File: src/rtl/hazard_ctrl_if.sv
// Purpose : bundles the EX/MEM hazard inputs, the multi-cycle completion
//           inputs and the stage-control/scoreboard outputs of hazard_ctrl.
// Ports   : slave = hazard_ctrl side, master = pipeline side.
interface hazard_ctrl_if #(
  parameter int NREG = 32
);
  localparam int RW = (NREG > 1) ? $clog2(NREG) : 1;

  logic [RW-1:0]   i_ex_rs1;
  logic [RW-1:0]   i_ex_rs2;
  logic [RW-1:0]   i_ex_rd;
  logic            i_ex_rd_wren;
  logic            i_ex_mc;
  logic            i_ex_branch;
  logic [RW-1:0]   i_mem_rd;
  logic            i_mem_rd_wren;
  logic            i_mem_is_load;
  logic            i_mc_done;
  logic [RW-1:0]   i_mc_rd;
  logic            o_mc_issue;
  logic [7:0]      o_hazard;
  logic [NREG-1:0] o_busy_vec;

  modport slave (
    input  i_ex_rs1, i_ex_rs2, i_ex_rd, i_ex_rd_wren, i_ex_mc, i_ex_branch,
    input  i_mem_rd, i_mem_rd_wren, i_mem_is_load, i_mc_done, i_mc_rd,
    output o_mc_issue, o_hazard, o_busy_vec
  );

  modport master (
    output i_ex_rs1, i_ex_rs2, i_ex_rd, i_ex_rd_wren, i_ex_mc, i_ex_branch,
    output i_mem_rd, i_mem_rd_wren, i_mem_is_load, i_mc_done, i_mc_rd,
    input  o_mc_issue, o_hazard, o_busy_vec
  );
endinterface

File: src/rtl/hazard_ctrl.sv
// Purpose : pipeline hazard unit (load-use, scoreboard, multi-cycle op) producing
//           the 8-bit {PC, IF_ID, ID_EX, EX_MEM, MEM_WB} stage-control word.
// Latency : stage control is combinational from inputs + registered state;
//           scoreboard/counters update at the clock edge.
// Backpressure: stalls hold PC/IF_ID/ID_EX and bubble EX_MEM; branch flushes
//           only when no stall is active.
// Ports   : i_clk, i_rst_n (sync active-low), bus (hazard_ctrl_if.slave).
module hazard_ctrl #(
  parameter int NREG        = 32,
  parameter int LOAD_LAT    = 1,
  parameter int MC_BLOCKING = 0
) (
  input  logic          i_clk,
  input  logic          i_rst_n,
  hazard_ctrl_if.slave  bus
);

  // ld_cnt only ever holds LOAD_LAT-1, so clog2(LOAD_LAT) bits suffice.
  localparam int CW = (LOAD_LAT > 1) ? $clog2(LOAD_LAT) : 1;

  localparam logic [7:0] HZ_STALL = 8'b1_01_01_11_0;
  localparam logic [7:0] HZ_FLUSH = 8'b0_11_11_00_0;
  localparam logic [7:0] HZ_RUN   = 8'h00;

  logic [NREG-1:0] busy_q, busy_d;
  logic [CW-1:0]   ld_cnt_q, ld_cnt_d;
  logic            mc_busy_q, mc_busy_d;
  logic            issued_q, issued_d;

  logic            ld_hit;
  logic            ld_stall;
  logic            sb_stall;
  logic            blk_stall;
  logic            any_stall;
  logic            issue;

  always_comb begin
    ld_hit    = 1'b0;
    ld_stall  = 1'b0;
    sb_stall  = 1'b0;
    blk_stall = 1'b0;
    any_stall = 1'b0;
    issue     = 1'b0;

    // New load-use detection is suppressed while the counter is running.
    ld_hit   = (ld_cnt_q == '0) && bus.i_mem_is_load && bus.i_mem_rd_wren &&
               (bus.i_mem_rd != '0) &&
               ((bus.i_mem_rd == bus.i_ex_rs1) || (bus.i_mem_rd == bus.i_ex_rs2));
    ld_stall = ld_hit || (ld_cnt_q != '0);

    // busy_q[0] is never set, so x0 operands fall out naturally.
    sb_stall = busy_q[bus.i_ex_rs1] || busy_q[bus.i_ex_rs2] ||
               (bus.i_ex_rd_wren && busy_q[bus.i_ex_rd]) ||
               (bus.i_ex_mc && mc_busy_q);

    if (MC_BLOCKING != 0) begin
      // The done cycle itself releases the pipeline.
      blk_stall = bus.i_ex_mc && !bus.i_mc_done;
      issue     = bus.i_ex_mc && !issued_q && !ld_stall && !sb_stall;
    end else begin
      issue     = bus.i_ex_mc && !ld_stall && !sb_stall && !bus.i_ex_branch;
    end

    any_stall = ld_stall || sb_stall || blk_stall;

    if (!i_rst_n) begin
      bus.o_hazard   = HZ_RUN;
      bus.o_mc_issue = 1'b0;
    end else begin
      // Stalls win over branch: branch operands in EX are not yet valid.
      if (any_stall)            bus.o_hazard = HZ_STALL;
      else if (bus.i_ex_branch) bus.o_hazard = HZ_FLUSH;
      else                      bus.o_hazard = HZ_RUN;
      bus.o_mc_issue = issue;
    end
    bus.o_busy_vec = busy_q;
  end

  always_comb begin
    busy_d    = busy_q;
    mc_busy_d = mc_busy_q;
    issued_d  = issued_q;
    ld_cnt_d  = ld_cnt_q;

    if (ld_cnt_q != '0)  ld_cnt_d = ld_cnt_q - CW'(1);
    else if (ld_hit)     ld_cnt_d = CW'(LOAD_LAT - 1);

    if (MC_BLOCKING != 0) begin
      if (bus.i_mc_done)  issued_d = 1'b0;
      else if (issue)     issued_d = 1'b1;
    end else begin
      // Clear before set so a same-rd done+issue leaves the register busy.
      if (bus.i_mc_done) begin
        busy_d[bus.i_mc_rd] = 1'b0;
        mc_busy_d           = 1'b0;
      end
      if (issue) begin
        if (bus.i_ex_rd != '0) busy_d[bus.i_ex_rd] = 1'b1;
        mc_busy_d = 1'b1;
      end
    end
    busy_d[0] = 1'b0;
  end

  always_ff @(posedge i_clk) begin
    if (!i_rst_n) begin
      busy_q    <= '0;
      ld_cnt_q  <= '0;
      mc_busy_q <= 1'b0;
      issued_q  <= 1'b0;
    end else begin
      busy_q    <= busy_d;
      ld_cnt_q  <= ld_cnt_d;
      mc_busy_q <= mc_busy_d;
      issued_q  <= issued_d;
    end
  end

endmodule

File: src/flat_wrapper.sv
// flat-port wrapper written by rule: the top's interface ports become plain ports
module hazard_ctrl_flat 
#(
  parameter int NREG        = 32,
  parameter int LOAD_LAT    = 1,
  parameter int MC_BLOCKING = 0
)
  (i_clk, i_rst_n, bus_i_ex_rs1, bus_i_ex_rs2, bus_i_ex_rd, bus_i_ex_rd_wren, bus_i_ex_mc, bus_i_ex_branch, bus_i_mem_rd, bus_i_mem_rd_wren, bus_i_mem_is_load, bus_i_mc_done, bus_i_mc_rd, bus_o_mc_issue, bus_o_hazard, bus_o_busy_vec);
  hazard_ctrl_if #(.NREG(NREG)) bus_i ();
  input  logic i_clk;
  input  logic i_rst_n;
  input wire logic [$bits(bus_i.i_ex_rs1)-1:0] bus_i_ex_rs1;
  input wire logic [$bits(bus_i.i_ex_rs2)-1:0] bus_i_ex_rs2;
  input wire logic [$bits(bus_i.i_ex_rd)-1:0] bus_i_ex_rd;
  input wire logic [$bits(bus_i.i_ex_rd_wren)-1:0] bus_i_ex_rd_wren;
  input wire logic [$bits(bus_i.i_ex_mc)-1:0] bus_i_ex_mc;
  input wire logic [$bits(bus_i.i_ex_branch)-1:0] bus_i_ex_branch;
  input wire logic [$bits(bus_i.i_mem_rd)-1:0] bus_i_mem_rd;
  input wire logic [$bits(bus_i.i_mem_rd_wren)-1:0] bus_i_mem_rd_wren;
  input wire logic [$bits(bus_i.i_mem_is_load)-1:0] bus_i_mem_is_load;
  input wire logic [$bits(bus_i.i_mc_done)-1:0] bus_i_mc_done;
  input wire logic [$bits(bus_i.i_mc_rd)-1:0] bus_i_mc_rd;
  output wire logic [$bits(bus_i.o_mc_issue)-1:0] bus_o_mc_issue;
  output wire logic [$bits(bus_i.o_hazard)-1:0] bus_o_hazard;
  output wire logic [$bits(bus_i.o_busy_vec)-1:0] bus_o_busy_vec;
  assign bus_i.i_ex_rs1 = bus_i_ex_rs1;
  assign bus_i.i_ex_rs2 = bus_i_ex_rs2;
  assign bus_i.i_ex_rd = bus_i_ex_rd;
  assign bus_i.i_ex_rd_wren = bus_i_ex_rd_wren;
  assign bus_i.i_ex_mc = bus_i_ex_mc;
  assign bus_i.i_ex_branch = bus_i_ex_branch;
  assign bus_i.i_mem_rd = bus_i_mem_rd;
  assign bus_i.i_mem_rd_wren = bus_i_mem_rd_wren;
  assign bus_i.i_mem_is_load = bus_i_mem_is_load;
  assign bus_i.i_mc_done = bus_i_mc_done;
  assign bus_i.i_mc_rd = bus_i_mc_rd;
  assign bus_o_mc_issue = bus_i.o_mc_issue;
  assign bus_o_hazard = bus_i.o_hazard;
  assign bus_o_busy_vec = bus_i.o_busy_vec;
  hazard_ctrl #(.NREG(NREG), .LOAD_LAT(LOAD_LAT), .MC_BLOCKING(MC_BLOCKING)) u_core (.i_clk(i_clk), .i_rst_n(i_rst_n), .bus(bus_i));
endmodule
File: config.mk
export PLATFORM = sky130hd
export DESIGN_NAME = hazard_ctrl_flat
export DESIGN_NICKNAME = d
export VERILOG_FILES = /design/src/rtl/hazard_ctrl_if.sv /design/src/rtl/hazard_ctrl.sv /design/src/flat_wrapper.sv
export SDC_FILE = /design/constraint.sdc
export NUM_CORES = 1
export LEC_CHECK = 0
export CAP_MARGIN = 40
export CORE_ASPECT_RATIO = 0.6
export CORE_MARGIN = 1.5
export CORE_UTILIZATION = 52
export DETAILED_ROUTE_END_ITERATION = 6
export GPL_TIMING_DRIVEN = 0
export HOLD_SLACK_MARGIN = 0.02
export PLACE_DENSITY = 0.84
export SLEW_MARGIN = 20
export SYNTH_ARGS = -nofsm -noshare
export SYNTH_HDL_FRONTEND = slang
export SYNTH_SLANG_ARGS = --single-unit
File: constraint.sdc
create_clock -name i_clk -period 4.95 [get_ports i_clk]
set_input_delay 0.99 -clock i_clk [delete_from_list [all_inputs] [get_ports i_clk]]
set_output_delay 0.99 -clock i_clk [all_outputs]
set_load 0.02 [all_outputs]
Yosys cells after proc, flatten, opt, wreduce, memory -nomap -nowiden
Cells that the tools add are included.

Register bits after elaboration: 34. Input bits: 33. Output and inout bits: 41. Word-level logic and storage cells: 60.

Add/sub/neg operators: 1. Magnitude comparators: 6. Equality and inequality tests: 2. Muxes and demuxes: 19. Bitwise logic cells: 4. Reductions and logical operators: 24.

Operators with widths (number): $mux W32 (3); $and A32 B32 Y32 (1); $not A32 Y32 (1); $or A32 B32 Y32 (1); $lt A5 B6 Y1 const B (4); $mux W8 (2); $bmux W1 S5 (3); $logic_and A1 B1 Y1 (11); $demux W1 S5 (2); $eq A5 B5 Y1 (2); $ge A5 B1 Y1 const B (2); $reduce_bool A5 Y1 (2); $mux W1 (8); $mux W7 (1); $logic_or A1 B1 Y1 (6); $logic_not A1 Y1 (3); $reduce_and A2 Y1 (1); $reduce_bool A2 Y1 (1); $not A1 Y1 (1); $sub A1 B1 Y1 const B (1).

Depth between registers and ports, before layout
Depth in word-level cells: 11. Depth in mapped cells: 10. Gate-level depth less buffers: 6.

Worst setup path after synthesis
Ideal clock, no wire load.

Kind: in2out. Start: in bus_i_ex_rs1[0]. End: out bus_o_hazard[6]. Arrival time: 3.384 ns. Required time: 3.960 ns. Path slack: 0.576 ns. Stages: 8. Buffers on the path: 3. Path through: buf_6 > mux4_2 > mux4_2 > mux2i_4 > nand4b_4 > buf_6 > nor3_1 > buf_4.

Longest elaborated chain between the ends: 8. Elaborated cells on any way between the ends: 12. Classes of those cells: eq/ne (1); mux (4); reduce/logical (7).

Ends and longest elaborated chain: from (decl) (line flat_wrapper.sv:12) `input wire logic [$bits(bus_i.i_ex_rs1)-1:0] bus_i_ex_rs1;`; $bmux W1 S5 (line hazard_ctrl.sv:52) `sb_stall = busy_q[bus.i_ex_rs1] || busy_q[bus.i_ex_rs2] ||`; $mux W1 (implied by the code) (line hazard_ctrl.sv:52); $logic_or A1 B1 Y1 (2 in series) (line hazard_ctrl.sv:52); $logic_or A1 B1 Y1 (line hazard_ctrl.sv:53) `(bus.i_ex_rd_wren && busy_q[bus.i_ex_rd]) ||`; $logic_or A1 B1 Y1 * (line hazard_ctrl.sv:64) `any_stall = ld_stall || sb_stall || blk_stall;`; $mux W8 * (line hazard_ctrl.sv:71) `if (any_stall) bus.o_hazard = HZ_STALL;`; $mux W8 * (line hazard_ctrl.sv:66) `if (!i_rst_n) begin`; to (decl) (line flat_wrapper.sv:24) `output wire logic [$bits(bus_i.o_hazard)-1:0] bus_o_hazard;`.

Every way passes the cells marked *; elsewhere a longest branch is shown, timed or not. The select of a mux whose other input is x is not followed.

Worst setup path in the final report
Start: in bus_i_ex_rd[1]. End: out bus_o_hazard[6].

Longest elaborated chain between the ends: 8.

Ends and longest elaborated chain: from (decl) (line flat_wrapper.sv:14) `input wire logic [$bits(bus_i.i_ex_rd)-1:0] bus_i_ex_rd;`; $bmux W1 S5 (line hazard_ctrl.sv:53); $mux W1 (implied by the code) (line hazard_ctrl.sv:53); $logic_and A1 B1 Y1 (line hazard_ctrl.sv:53); $logic_or A1 B1 Y1 (line hazard_ctrl.sv:52); $logic_or A1 B1 Y1 (line hazard_ctrl.sv:53); $logic_or A1 B1 Y1 (line hazard_ctrl.sv:64); $mux W8 (line hazard_ctrl.sv:71); $mux W8 (line hazard_ctrl.sv:66).

No other way between the ends. The select of a mux whose other input is x is not followed.

==> metrics.csv <==
metric;value;unit
firstDrtPassIters;6;
hold_start;u_core.mc_busy_q$_SDFFE_PN0P_;
path_buf_inv;5;
min_path_cells;2;
drtIter0Drc;313;
worst_slew_pin_slew;0.5482;ns
min_period;4.787;ns
routedWlPerCell;21.28;um
post_synth.cell_area_avg;9.965;um^2
postCtsSetupRepairBufs;0;
postLayoutCoreUtil;72.04;%
crit_slowest_cell;clkdlybuf4s50_1;
wl;8.256;mm
rsz0062_at_grt;false;
r2r-start;u_core.bus.o_busy_vec[15]$_SDFF_PN0_;
maxCapViolations;0;
postCtsHoldBufs;0;
cpPeakStageDelay;0.59;ns
status;finished, final reports clean;
clk_pin_slew;0.07;ns
netlist_area;0.002531;mm^2
clock.fmax;208.9;MHz
critPathRequiredTime;3.96;ns
endpoint_kind;primary output;
yosysUniqueCellTypes;45;
ys_seq_area_share;26.10;%
worstPathMaxFanout;10;
floorplan.rows;19;
via_per_inst;6.693;
cts_inserted_buffers;5;
r2r_cells;6;
p_per_area;192.6;mW/mm^2
h-tree-depth;2;
hp-class;reg -> reg;
crit_path_cell_trace;clkbuf_2, clkbuf_4, mux4_2, a32oi_1, a41oi_1, nand4b_4, buf_6, nor3_1, buf_4, clkdlybuf4s50_1;
cts_resized;1;
synth_top_cell_by_area;dfxtp_1;
grt_pass1_wl;12.90;mm
initial_core_util;54.60;%
critPathTopFamily;buffers and inverters;
postSynthCellCount;254;
synth_warnings;0;
die_height;57.04;um
r2r_slack;2.57;ns
timing.final.ws_setup;0.1632;ns
worstSetupPathDepth;10;
max_slew_margin;63.45;%
synth-edff-count;0;
skew;0.007008;ns
dp_hpwl;6.106;mm
cts_tree;yes;
setup_viol;0;
slew_violations;0;
gr-total-overflow;0;
cts.sinks;33;
synth.top_cell.area_share;26.10;%
start_kind;input port;
layout_common_cells;clkdlybuf4s50_1 (59), dfxtp_1 (33), o211ai_1 (31);
holdPathEnd;u_core.mc_busy_q$_SDFFE_PN0P_;
finalHoldViolCount;0;
antenna_found_initial;0;
async_flop_share;0;%
cts_max_path_buffers;2;
grt_max_degree;11;
io_pins;74;
clock_latency;0.30;ns
syn_to_final_growth;31.93;%
period_share;96.70;%
nNetsFinal;357;
place.gp.congestion;0.9272;
die_w;93.07;um
grt_pass1_vias;2454;
drive_gt1_share;16.92;%
core_area;0.004636;mm^2
fill_cells;349;
seq_area;660.6;um^2
synth_flop_cell;dfxtp_1;
post-route-drc-count;0;
cts-root-buf;clkbuf_8;
p_leak;0.001130;uW
dp_slack;-0.008310;ns
synth_area_leaders;dfxtp_1 (26%), mux4_2 (13%), o211ai_1 (9.2%);
r2r_end;u_core.bus.o_busy_vec[1]$_SDFF_PN0_;
multi_input_area;0.001693;mm^2
crit_type;in -> out;
ys_seq_elements;33;
final_common_cell;clkdlybuf4s50_1;
diodes;0;
track_usage;32.01;%
vias;2597;
ant_nets;0;
die_area;0.005309;mm^2
crit_arrival;3.80;ns
port_buffers;61;
worst_ir_drop_vdd;0.1360;mV
## worst register-to-register path, delay by kind of cell (launching register included)
kind,cells,cell delay (ns)
AO/OA/AOI/OAI,1,0.29
multiplexers,3,1.20
buffers and inverters,1,0.20
AND/OR/NAND/NOR,1,0.21
flip-flops,1,0.38
## stage by stage
step | power [uW] | TNS (ns) | hold WS (ns) | instance area, um^2 | instances
floorplan | 359.5 | 0 | 0.4549 | 2539 | 256
global placement | 412.8 | 0 | 0.4690 | 3228 | 380
detailed placement | 415.3 | -0.008310 | 0.5007 | 3228 | 380
CTS | 638.1 | 0 | 0.5106 | 3331 | 388
global route | 663.2 | 0 | 0.5447 | 3339 | 388
finish | 643.3 | 0 | 0.5140 | 3339 | 388
## where the power goes
group | total [uW] | leakage [uW] | internal [uW] | switching, uW
clock | 231 | 0.0000542 | 126 | 105
combinational | 144 | 0.000809 | 64.2 | 79.7
sequential | 269 | 0.000266 | 267 | 1.67
## worst max path at each step
stage               startpoint              end  slack [ns]
6_report        bus_i_ex_rd[1]  bus_o_hazard[6]        0.16
5_1_grt        bus_i_ex_rs2[2]  bus_o_hazard[6]        0.01
4_1_cts         bus_i_ex_rd[4]  bus_o_hazard[6]       0.004
3_5_place_dp    bus_i_ex_rd[1]  bus_o_hazard[6]      -0.008
3_3_place_gp    bus_i_ex_rd[1]  bus_o_hazard[6]        0.03
2_1_floorplan  bus_i_ex_rs1[0]  bus_o_hazard[6]        0.58
## flip-flops by register name (all words and copies together), names as in the netlist
register,count
u_core.bus.o_busy_vec,31
u_core.ld_cnt_q,1
u_core.mc_busy_q,1
## area by class of cell
cell class / instances / area share, %
Sequential cell: 33 / 19.78
Clock buffer: 7 / 2.885
Tap cell: 63 / 2.360
Buffer: 27 / 5.470
Inverter: 2 / 0.2248
Clock inverter: 1 / 0.1499
Timing Repair Buffer: 61 / 18.43
Multi-Input combinational cell: 194 / 50.69
## cells in the mapped netlist, drive strengths merged, types with 4 or more instances
cell type and number:
nand2b 5, mux2i 15, nor2 6, nor3b 4, buf 16, nand2 15, o31ai 31, dfxtp 33
nand3b 7, xnor2 10, mux4 15, mux2 8, nand3 7, clkbuf 11, o211ai 31
## cells by family (layout without fill, tap and decap cells)
family	Yosys count	after routing	synth area share (%)
and+or+nand+nor	61	61	14.09
AOI/OAI and AO/OA	82	82	25.56
xor gates and xnor gates	10	10	3.460
buffers and inverters	29	98	7.316
DFF	33	33	26.10
other	1	3	0.1482
muxes	38	38	23.33
## layer usage
layer	vias to the layer above	track usage, %	share of wire [%]
met2	190	47.24	44
met3	20	9.600	14
met4	0	9.957	1.1
met5	-	0	0
met1	1233	45.27	42
li1	1154	-	-
Power figures use the tool's default switching activity.
==> variant, RTL diff (same flow settings) <==
Make the reset (`i_rst_n`) asynchronous in one clocked block.
--- a/src/rtl/hazard_ctrl.sv
+++ b/src/rtl/hazard_ctrl.sv
@@ -102,7 +102,7 @@
     busy_d[0] = 1'b0;
   end
 
-  always_ff @(posedge i_clk) begin
+  always_ff @(posedge i_clk or negedge i_rst_n) begin
     if (!i_rst_n) begin
       busy_q    <= '0;
       ld_cnt_q  <= '0;
Function: differs if i_rst_n is asserted again (counterexample within 4 cycles, from zero or initial values and one cycle with i_rst_n low); with i_rst_n held inactive, the same outputs for 4 cycles.
==> variant against the original RTL <==
Die area up 13%. Sequential cell count down 1. Design area up 12%. Synthesized area up 14%. Critical path depth unchanged. Setup slack worse by 33 ps. Wire length up 14%.
Power is not compared: it rests on default switching activity, and its combinational part moved more than twofold at a synthesized area within 25%.
==> variant: results (changes against the original RTL) <==
| Metric | Value |
|---|---|
| Run status | completed |
| # Post-CTS Setup Buffers | 2 (+2) |
| Post-DP Area | 3647 sq um (+13%) |
| Max Clock Skew | 8.597 ps (+1.588 ps) |
| Met3 Wirelength | 1143 microns (+1.6%) |
| Wl on met1 | 4073 microns (+18%) |
| Synth Area in XOR/XNOR | 0.03038 (-0.004220) |
| Beginning of the critical path | bus_i_ex_rs1[2] |
| Post-CTS sizing | 5 (+4) |
| Tot Pwr | a little over 1 mW |
| Fin cells | 427 (+10%) |
| Layout cell share with drive strength beyond 1 | 0.2576 (+0.08839) |
| Synth unique cells | 53 (+18%) |
| R2R Setup Slk | 2580 ps (about the same) |
| Iteration-0 DRC Markers | 287 (-8.3%) |
| Ys async rst share | 1.000 (+1.000) |
| Dpl ws | -359.0 ps (-350.7 ps) |
| Proportion of synthesized chip area in sequential cells | 0.2778 (+0.01678) |
| Worst slew pin tran | 760.8 ps (+212.6 ps) |
| Worst EP arrival | 3830 ps (+30 ps) |
| Routed via count | 2843 (+9.5%) |
| Post-DP HPWL | 6775 microns (+11%) |
| Nets@finish | 394 (+10%) |
| Synth Instances | 285 (+12%) |
| Reg2reg path depth | 8 (+2) |
| Gp weighted congestion | 0.9113 (-1.7%) |
| CP peak stage delay | 610 ps (+20 ps) |
| Met2 Routed Length | 3997 microns (+11%) |
| Most frequent cells after synthesis | 41 x nand2_1, 32 x dfrtp_1, 32 x o21ai_0, 27 x o31ai_2, 12 x mux2_2 |
| Post-synthesis mux area share | 0.1819 (-0.05146) |
| Compound-Gate Fraction of Synth Area | 0.2721 (+0.01657) |
| R2r endpoint | u_core.bus.o_busy_vec[15]$_DFF_PN0_ |
| Top cells by area, synth | dfrtp_1 28%, o31ai_2 12%, o21ai_0 5.6%, mux4_2 5.5%, nand2_1 5.3% |
| Avg WL per Cell | 21.95 microns (+3.1%) |
| Hold Path End | u_core.mc_busy_q$_DFFE_PN0P_ |
| WHS | 573.2 ps (+59.26 ps) |
| IO Port Bufs | 64 (+4.9%) |
| Largest net degree at the start of global routing | 20 (+9) |
| Drt first pass iters | 7 (+1) |
| Placed Cells | 418 (+10%) |
| Vias in the first global route | 2724 (+11%) |
| First-pass GRT wire length | 14650 microns (+14%) |
| Peak Freq | 0.2075 GHz (-0.68%) |
variant: changes by cell type in the layout (fill, tap and decap cells not counted), sizes merged, moves of 4 or more:
cell,before,now
mux2i,15,10
o21ai,3,33
mux2,8,12
nand2,15,41
buf,15,27
inv,2,6
dfrtp,0,32
clkbuf,19,11
dfxtp,33,0
o211ai,31,2
variant: cell type report:
class,instances,area [sq um],area share
Multi-Input combinational cell,222,1893,0.5043
Sequential cell,32,800.8,0.2133
Timing Repair Buffer,68,684.4,0.1823
Buffer,26,192.7,0.05133
Tap cell,66,82.58,0.02200
Clock buffer,6,72.57,0.01933
Inverter,6,22.52,0.006000
Clock inverter,1,5.005,0.001333
variant: layer usage:
| layer | vias up | track usage |
|---|---|---|
| li1 | 1235 | - |
| met4 | 0 | 0.07042 |
| met5 | - | 0 |
| met3 | 20 | 0.07604 |
| met2 | 196 | 0.5153 |
| met1 | 1392 | 0.4605 |
